$ cat config.mk
export PLATFORM = sky130hd
export DESIGN_NAME = pss_ref_reader
export DESIGN_NICKNAME = d
export VERILOG_FILES = /design/src/rtl/pss_ref_reader.sv
export SDC_FILE = /design/constraint.sdc
export NUM_CORES = 1
export LEC_CHECK = 0
export CAP_MARGIN = 30
export CORE_MARGIN = 3
export CORE_UTILIZATION = 40
export DETAILED_ROUTE_END_ITERATION = 8
export PLACE_DENSITY_LB_ADDON = 0.08
export SYNTH_ARGS = -nofsm -noshare
export SYNTH_HDL_FRONTEND = slang
export SYNTH_SLANG_ARGS = --single-unit
$ cat constraint.sdc
create_clock -name iclk -period 5.35 [get_ports iclk]
set_clock_uncertainty 0.2 [all_clocks]
set_input_delay 1.605 -clock iclk [delete_from_list [all_inputs] [get_ports iclk]]
set_output_delay 1.605 -clock iclk [all_outputs]
set_load 0.02 [all_outputs]
$ cat src/rtl/pss_ref_reader.sv
// Read-side sequencer for the PSS reference ROM: sweeps the ROM, absorbs its read latency and
// streams the words out as valid/ready with a last flag. Optional sweep counter: PSS_READER_CNT_EN.
module pss_ref_reader #(
    parameter int unsigned pDAT_W   = 72,
    parameter int unsigned pDAT_Num = 1024,
    parameter int unsigned pADDR_W  = 11
) (
    input  logic               iclk,
    input  logic               irst,
    input  logic               istart,
    input  logic               iloop,
    input  logic               istop,
    output logic [pADDR_W-1:0] oaddr,
    output logic               oren,
    input  logic [pDAT_W-1:0]  irom_dat,
    output logic [pDAT_W-1:0]  odat,
    output logic               oval,
    output logic               olast,
    input  logic               irdy,
    output logic               obusy,
`ifdef PSS_READER_CNT_EN
    output logic [15:0]        osweep_cnt,
`endif
    output logic               odone
);

    localparam logic [pADDR_W-1:0] lpLAST_ADDR = pADDR_W'(pDAT_Num - 1);

    typedef enum logic [1:0] {StIdle, StRun, StDrain} state_e;

    state_e             state_q;
    logic [pADDR_W-1:0] addr_q;
    logic               loop_q;
    logic               stop_q;
    logic               inflight_q;
    logic               inflight_last_q;
    logic [pDAT_W-1:0]  fifo_dat_q [2];
    logic [1:0]         fifo_last_q;
    logic               wptr_q;
    logic               rptr_q;
    logic [1:0]         cnt_q;

    logic               pop;
    logic               issue;
    logic               at_last;
    logic [2:0]         credit;

    assign at_last = (addr_q == lpLAST_ADDR);
    assign pop     = oval & irdy;
    // Words already buffered or on their way, after this cycle's pop; a new read needs a free slot.
    assign credit  = 3'(cnt_q) + 3'(inflight_q) - 3'(pop);
    assign issue   = (state_q == StRun) && (credit <= 3'd1);

    assign oren  = issue;
    assign oaddr = addr_q;
    assign oval  = (cnt_q != 2'd0);
    assign odat  = fifo_dat_q[rptr_q];
    assign olast = fifo_last_q[rptr_q] & oval;
    assign obusy = (state_q != StIdle);
    assign odone = (state_q == StDrain) && (cnt_q == 2'd0) && !inflight_q;

    always_ff @(posedge iclk) begin
        if (irst) begin
            state_q         <= StIdle;
            addr_q          <= '0;
            loop_q          <= 1'b0;
            stop_q          <= 1'b0;
            inflight_q      <= 1'b0;
            inflight_last_q <= 1'b0;
            for (int i = 0; i < 2; i++) begin
                fifo_dat_q[i] <= '0;
            end
            fifo_last_q     <= '0;
            wptr_q          <= 1'b0;
            rptr_q          <= 1'b0;
            cnt_q           <= '0;
        end else begin
            inflight_q      <= issue;
            inflight_last_q <= issue && at_last;

            if (inflight_q) begin
                fifo_dat_q[wptr_q]  <= irom_dat;
                fifo_last_q[wptr_q] <= inflight_last_q;
                wptr_q              <= ~wptr_q;
            end
            if (pop) begin
                rptr_q <= ~rptr_q;
            end
            cnt_q <= cnt_q + 2'(inflight_q) - 2'(pop);

            case (state_q)
                StIdle: begin
                    if (istart) begin
                        state_q <= StRun;
                        loop_q  <= iloop;
                        stop_q  <= 1'b0;
                        addr_q  <= '0;
                    end
                end
                StRun: begin
                    if (loop_q && istop) begin
                        stop_q <= 1'b1;
                    end
                    if (issue) begin
                        addr_q <= at_last ? '0 : addr_q + 1'b1;
                        if (at_last && (!loop_q || stop_q)) begin
                            state_q <= StDrain;
                        end
                    end
                end
                StDrain: begin
                    if (odone) begin
                        state_q <= StIdle;
                    end
                end
                default: state_q <= StIdle;
            endcase
        end
    end

`ifdef PSS_READER_CNT_EN
    logic [15:0] sweep_cnt_q;

    always_ff @(posedge iclk) begin
        if (irst || ((state_q == StIdle) && istart)) begin
            sweep_cnt_q <= '0;
        end else if (pop && olast && (sweep_cnt_q != 16'hFFFF)) begin
            sweep_cnt_q <= sweep_cnt_q + 16'd1;
        end
    end

    assign osweep_cnt = sweep_cnt_q;
`endif

endmodule

==> results of run 1 <==
-- cells in the mapped netlist, types with 2 or more instances --
| library cell | number |
|---|---|
| and2_1 | 145 |
| edfxtp_1 | 144 |
| mux2_2 | 72 |
| dfxtp_1 | 24 |
| clkbuf_1 | 23 |
| nand2_1 | 12 |
| a21oi_1 | 11 |
| inv_1 | 10 |
| nor2_1 | 10 |
| nor3_1 | 6 |
| nand3_1 | 5 |
| o31ai_1 | 5 |
| or3_1 | 5 |
| a21o_1 | 4 |
| nor2b_1 | 4 |
| nor3b_2 | 4 |
| xnor2_1 | 4 |
| ha_1 | 3 |
| nand4_1 | 3 |
| o21ai_0 | 3 |
| or4_1 | 3 |
| mux2i_1 | 2 |
| nand2b_1 | 2 |
| o21ai_1 | 2 |
-- layer usage --
metal  global-route usage [%]  wire, um
met3                     4.95       838
met5                        0         0
met1                     20.3      6940
met4                     5.51       275
met2                     28.2      8180
-- through the flow --
stage	setup slack, ns	hold slack [ns]	setup TNS (ns)
3_5_place_dp	-0.620	0.254	-0.620
5_1_grt	0.00561	0.297	0
6_report	0.0915	0.261	0
4_1_cts	0.163	0.266	0
2_1_floorplan	0.310	0.230	0
3_3_place_gp	-0.586	0.247	-0.586
-- how the worst max path moves through the flow --
stage               start                          to  slack, ns  cells past startpoint
floorplan            irdy                        oren       0.31                      8
global placement     irdy                        oren      -0.59                     10
detailed placement   irdy                        oren      -0.62                     10
CTS                  irdy                        oren       0.16                     10
global route         irdy  inflight_last_q$_SDFF_PP0_      0.006                     26
finish               irdy  inflight_last_q$_SDFF_PP0_       0.09                     26
-- placed cells by master (no fill, tap or decap), types with 10 or more instances in the layout --
master	n
nor2_1	10
and2_1	144
a21oi_1	11
edfxtp_1	144
dfxtp_1	23
buf_4	31
nand2_1	12
clkdlybuf4s50_1	163
mux2_2	72
clkbuf_16	17
-- logic make-up (layout without fill, tap and decap cells) --
group | after synthesis | count (layout)
xor+xnor | 5 | 5
fa+ha+maj | 4 | 4
compound gates | 32 | 32
flops | 168 | 168
simple gates | 202 | 202
mux | 74 | 74
buf+inv | 35 | 241
-- state kept, by name, summed over array words and instances, names as in the netlist, named ones only --
name	count
loop_q	1
stop_q	1
inflight_q	1
state_q	2
wptr_q	1
inflight_last_q	1
cnt_q	2
fifo_last_q	2
oaddr	11
rptr_q	1
fifo_dat_q	144
-- area by class of cell --
class                   count  share of cell area [%]
inverters                  10                   0.373
flip-flops and latches    168                    47.8
clock inverters            13                    1.28
well taps                 225                    2.80
multi-input cells         317                    24.1
clock buffers              19                    4.30
repair buffers            199                    19.4
-- power by group through the flow --
stage,Combinational (mW),Sequential [mW],Clock (mW)
floorplan,0.785,1.68,0
global placement,1.32,1.77,0
detailed placement,1.39,1.72,0
CTS,1.53,1.69,1.20
global route,1.63,1.71,1.26
finish,1.53,1.69,1.17
-- timing repair --
action                     CTS  global route
gates resized for setup     14             0
gates cloned                 0             0
setup endpoints to repair    1             1
setup buffers               19             1
pin swaps                    3             2
hold endpoints to repair     0             0
-- critical path: stages --
cell and delay [ns]:
dlygate4sd2_1 0.23, and2_4 0.14, ha_4 0.25, inv_2 0.03, ha_4 0.15, fa_2 0.43
nor3b_2 0.21, nand2_1 0.11, buf_4 0.15, buf_4 0.13, buf_4 0.13, buf_4 0.12
buf_4 0.12, buf_4 0.12, buf_4 0.12, buf_4 0.12, buf_4 0.12, buf_4 0.12
buf_4 0.12, buf_4 0.12, buf_4 0.12, buf_4 0.12, buf_4 0.12, buf_4 0.12
buf_4 0.12, nor3_1 0.14
==> qor.csv, run 1 <==
metric,value,unit
Most used DFF post-synth,edfxtp_1,
DRC Markers,0,
final instance area,10100,um^2
DRT Wirelength,16200,um
max_slew headroom,58.9,%
part of the cycle the worst path needs,98.3,%
CP arrival,5.40,ns
R2R Setup Slk,0.75,ns
starting DRC count in detailed routing,236,
post-synthesis mux area share,11.4,%
Clock Root Buffer,clkbuf_16,
number of fill cells,1418,
storage element area,4810,um^2
H-Tree Depth,4,
end of the worst hold path,oaddr[10]$_SDFFE_PP0P_,
"EDFF count, synth",144,
detailed placer's ending HPWL,10100,um
area grow syn2layout,37.8,%
Via density,4.95,
unique cell type count in the Yosys netlist,38,
"non-filler cells, final",951,
Max Root-Sink Buffers,2,
layout cells sized above 1,20.9,%
final count of hold timing violations,0,
post-layout util,57.2,%
all-layer global routing usage,16.6,%
area taken by multi-input logic gates,2420,um^2
Max Clk Rate,0.190,GHz
syn_area_per_cell,14.0,um^2
simple-gate share of the synthesized area,16.8,%
global placer's final weighted congestion,0.749,
worst min-delay path class,reg2reg,
Reg power frac,38.5,%
RSZ-0062 raised after global routing,false,
final setup vio count,0,
Leakage,3.73,nW
Clk network pwr share,26.7,%
Cells after Synth,520,
CTS Buf Count,17,
minimum clock period,5.26,ns
area of the core,17600,um^2
initial antenna violation count,0,
vias in the first global route,4933,
I/O pins,166,
routed vias,4704,
pin count of the biggest net entering global routing,48,
NetSw,1.29,mW
Routed Antenna Nets,0,
critical path class,in2reg,
Post-Synthesis Cell Area,7300,um^2
r2r worst-path depth,26,
Switching Share,29.4,%
Pint,3.10,mW
Power Density,437,nW/um^2
Die ar.,19900,um^2
post-synthesis compound-gate area fraction,2.81,%
post-synthesis adder-cell area fraction,0.788,%
Total Power,4.39,mW
CTS tree,done,
Max VDD drop,0.257,mV
xor/xnor share of the synthesized area,0.600,%
status,"finished, final reports clean",
Critical Path Sink Type,flop,
PortBufs,165,
critical path peak fanout,2,
worst r2r src,cnt_q[1]$_SDFF_PP0_,
sequential-to-total area share from yosys stat,65.8,%
Worst EP required,5.49,ns
cell accounting for the most synthesized area,edfxtp_1,
clock insertion delay at the later pin of the skew report,0.42,ns
Final Max Slew Viols,0,
grt total ovfl,0,
Seq cells post-synth,168,
Placed Cells,899,
DP Area,9320,um^2
n_diodes,0,
Synth area leaders,"edfxtp_1 (59%), and2_1 (12%), mux2_2 (11%)",
maxcap violations,0,
RR Endpoint,inflight_last_q$_SDFF_PP0_,
first-pass GRT wire length,25900,um
YS warnings,0,
Worst Setup Start Kind,input pin,
Rows,48,
hold_buf cts,0,
main combinational cell family by area after synthesis,simple AND/OR/NAND/NOR gates,
Initial Util,41.5,%
Worst Max-Slew Pin Slew,0.616,ns
hold path cells,2,
nets,795,
Post-synth ARST share,0,%
power share of the combinational group,34.9,%
syn_nets,602,
1st-pass router iterations,4,
DR WL/cell,17.1,um
"Reg clk slew, reported paths",0.06,ns
Die Y,141,um
die span in x,141,um
share of the synthesized area in the top cell type,59.2,%
Clock Sinks,168,
critical hold path startpoint,oaddr[10]$_SDFFE_PP0P_,
(Power assumes the default switching activity.)
==> run 2, diff against run 1 <==
--- a/config.mk
+++ b/config.mk
@@ -10,6 +10,7 @@
 export CORE_UTILIZATION = 40
 export DETAILED_ROUTE_END_ITERATION = 8
 export PLACE_DENSITY_LB_ADDON = 0.08
+export SLEW_MARGIN = 20
 export SYNTH_ARGS = -nofsm -noshare
 export SYNTH_HDL_FRONTEND = slang
 export SYNTH_SLANG_ARGS = --single-unit
==> results of run 2 <==
Final layout, timing and power as in run 1 (identical DEF).
==> run 3, diff against run 2 <==
--- a/config.mk
+++ b/config.mk
@@ -9,7 +9,8 @@
 export CORE_MARGIN = 3
 export CORE_UTILIZATION = 40
 export DETAILED_ROUTE_END_ITERATION = 8
-export PLACE_DENSITY_LB_ADDON = 0.08
+export DONT_BUFFER_PORTS = 1
+export PLACE_DENSITY = 0.52
 export SLEW_MARGIN = 20
 export SYNTH_ARGS = -nofsm -noshare
 export SYNTH_HDL_FRONTEND = slang
==> run 3 against run 2 <==
  * Sequential share of layout area up 11 points
  * Critical endpoint is now oren
  * Critical path type is now in2out
  * Flip-flop and latch count unchanged
  * Highest routed layer unchanged
  * Register-to-register slack better by 1.2 ns
==> qor.csv, run 3 (synthesis results as in run 1) <==
metric,value,unit,change
status,"finished, final reports clean",,unchanged
hold_ws,0.257,ns,was 0.261 ns
clock insertion delay at the later pin of the skew report,0.41,ns,was 0.42 ns
"commonest non-fill, non-tap cell in the layout",and2_1,,was clkdlybuf4s50_1
Max VDD drop,0.233,mV,was 0.257 mV
grt total ovfl,0,,unchanged
1st-pass router iterations,4,,unchanged
Routed Antenna Nets,0,,unchanged
part of the cycle the worst path needs,97.0,%,was 98.3%
area grow syn2layout,12.7,%,was 37.8%
Max Clk Rate,0.193,GHz,was 0.190 GHz
Post-CTS Setup Bufs,0,,was 19
CP arrival,3.38,ns,was 5.40 ns
setup_tns,0,ns,unchanged
Clock Root Buffer,clkbuf_16,,unchanged
first-pass GRT wire length,23400,um,was 25900 um
Leakage,3.01,nW,was 3.73 nW
Worst EP required,3.55,ns,was 5.49 ns
hold_buf cts,0,,unchanged
final count of hold timing violations,0,,unchanged
routed vias,3958,,was 4704
number of fill cells,1537,,was 1418
storage element area,4810,um^2,unchanged
DP Area,7620,um^2,was 9320 um^2
initial antenna violation count,0,,unchanged
Pint,2.70,mW,was 3.10 mW
all-layer global routing usage,15.3,%,was 16.6%
NetSw,1.17,mW,was 1.29 mW
CTS Buf Count,17,,unchanged
DRT Wirelength,15100,um,was 16200 um
Worst Setup Start Kind,input pin,,unchanged
Rows,48,,unchanged
Clk network pwr share,32.7,%,was 26.7%
maxcap violations,0,,unchanged
area taken by multi-input logic gates,2390,um^2,was 2420 um^2
I/O pins,166,,unchanged
worst r2r src,cnt_q[1]$_SDFF_PP0_,,unchanged
Power Density,471,nW/um^2,was 437 nW/um^2
Largest register FFs,144,,unchanged
worst min-delay path class,reg2reg,,unchanged
Worst Setup SP,irdy,,unchanged
Worst Max-Slew Pin Slew,0.690,ns,was 0.616 ns
final worst slack,0.161,ns,was 0.0915 ns
Reg power frac,44.0,%,was 38.5%
final setup vio count,0,,unchanged
DR WL/cell,19.9,um,was 17.1 um
Via density,5.23,,was 4.95
Max Root-Sink Buffers,2,,unchanged
DRC Markers,0,,unchanged
critical hold path startpoint,fifo_last_q[0]$_SDFFE_PP0P_,,was oaddr[10]$_SDFFE_PP0P_
Initial Util,41.5,%,unchanged
n_diodes,0,,unchanged
Die ar.,19900,um^2,unchanged
Switching Share,30.2,%,was 29.4%
pin count of the biggest net entering global routing,44,,was 48
CTS tree,done,,unchanged
final instance area,8230,um^2,was 10100 um^2
die span in x,141,um,unchanged
"commonest cells after routing, fill and taps aside","and2_1 (145), edfxtp_1 (144), mux2_2 (72)",,"was clkdlybuf4s50_1 (163), and2_1 (144), edfxtp_1 (144)"
RSZ-0062 raised after global routing,false,,unchanged
detailed placer's ending HPWL,9450,um,was 10100 um
starting DRC count in detailed routing,191,,was 236
layout cells sized above 1,21.6,%,was 20.9%
Critical Path Sink Type,output pin,,was flop
"Reg clk slew, reported paths",0.06,ns,about the same
critical path peak fanout,4,,was 2
minimum clock period,5.19,ns,was 5.26 ns
global placer's final weighted congestion,0.721,,was 0.749
critical path class,in2out,,was in2reg
H-Tree Depth,4,,unchanged
Final Max Slew Viols,0,,unchanged
PortBufs,0,,was 165
Clock Sinks,168,,unchanged
vias in the first global route,4131,,was 4933
Die Y,141,um,unchanged
max_slew headroom,53.7,%,was 58.9%
pre-CTS setup slack,0.146,ns,was -0.620 ns
post-CTS resize count,0,,was 14
Biggest register,fifo_dat_q,,unchanged
area of the core,17600,um^2,unchanged
post-layout util,46.8,%,was 57.2%
power share of the combinational group,23.4,%,was 34.9%
nets,603,,was 795
-- run 3: metal layers --
layer  wire, um  global-route usage [%]  vias to the layer above  share of wire, %
li1           -                       -                     1847                 -
met1       6040                    18.2                     1976                40
met2       7680                    25.7                      118                51
met3       1120                    5.77                       17               7.5
met4        227                    4.74                        0               1.5
met5          0                       0                        -                 0
-- run 3: per-stage QoR --
step | instances | power, mW
after floorplan | 520 | 2.46
after global placement | 724 | 2.63
after detailed placement | 727 | 2.66
after CTS | 757 | 3.94
after global routing | 757 | 4.05
final | 757 | 3.87
-- run 3: cell type report --
class / instances / share of cell area, %
Timing Repair Buffer: 7 / 1.28
Clock inverter: 12 / 2.16
Clock buffer: 18 / 5.22
Multi-Input combinational cell: 317 / 29.0
Tap cell: 225 / 3.42
Sequential cell: 168 / 58.4
Inverter: 10 / 0.456
-- run 3: path summary, 6_finish.rpt --
| path | endpoint | slack, ns | cells after the start |
|---|---|---|---|
| worst max register to register | oaddr[5]$_SDFFE_PP0P_ | 1.96 | 10 |
| worst max-delay path | oren | 0.16 | 8 |
| worst min register to register | fifo_last_q[0]$_SDFFE_PP0P_ | 0.26 | 2 |
| worst min-delay path | fifo_last_q[0]$_SDFFE_PP0P_ | 0.26 | 2 |
-- run 3: power groups by stage --
stage	logic, mW	registers (mW)	clock network, mW
global route	0.969	1.73	1.35
floorplan	0.785	1.68	0
detailed placement	0.924	1.74	0
global placement	0.855	1.78	0
CTS	0.929	1.71	1.30
finish	0.905	1.70	1.26
-- run 3: critical path, stage by stage --
cell and delay [ns]:
and2_1 0.15, ha_1 0.27, inv_1 0.04, ha_1 0.18, fa_1 0.51, nor3b_2 0.28
nand2_1 0.14, inv_1 0.21
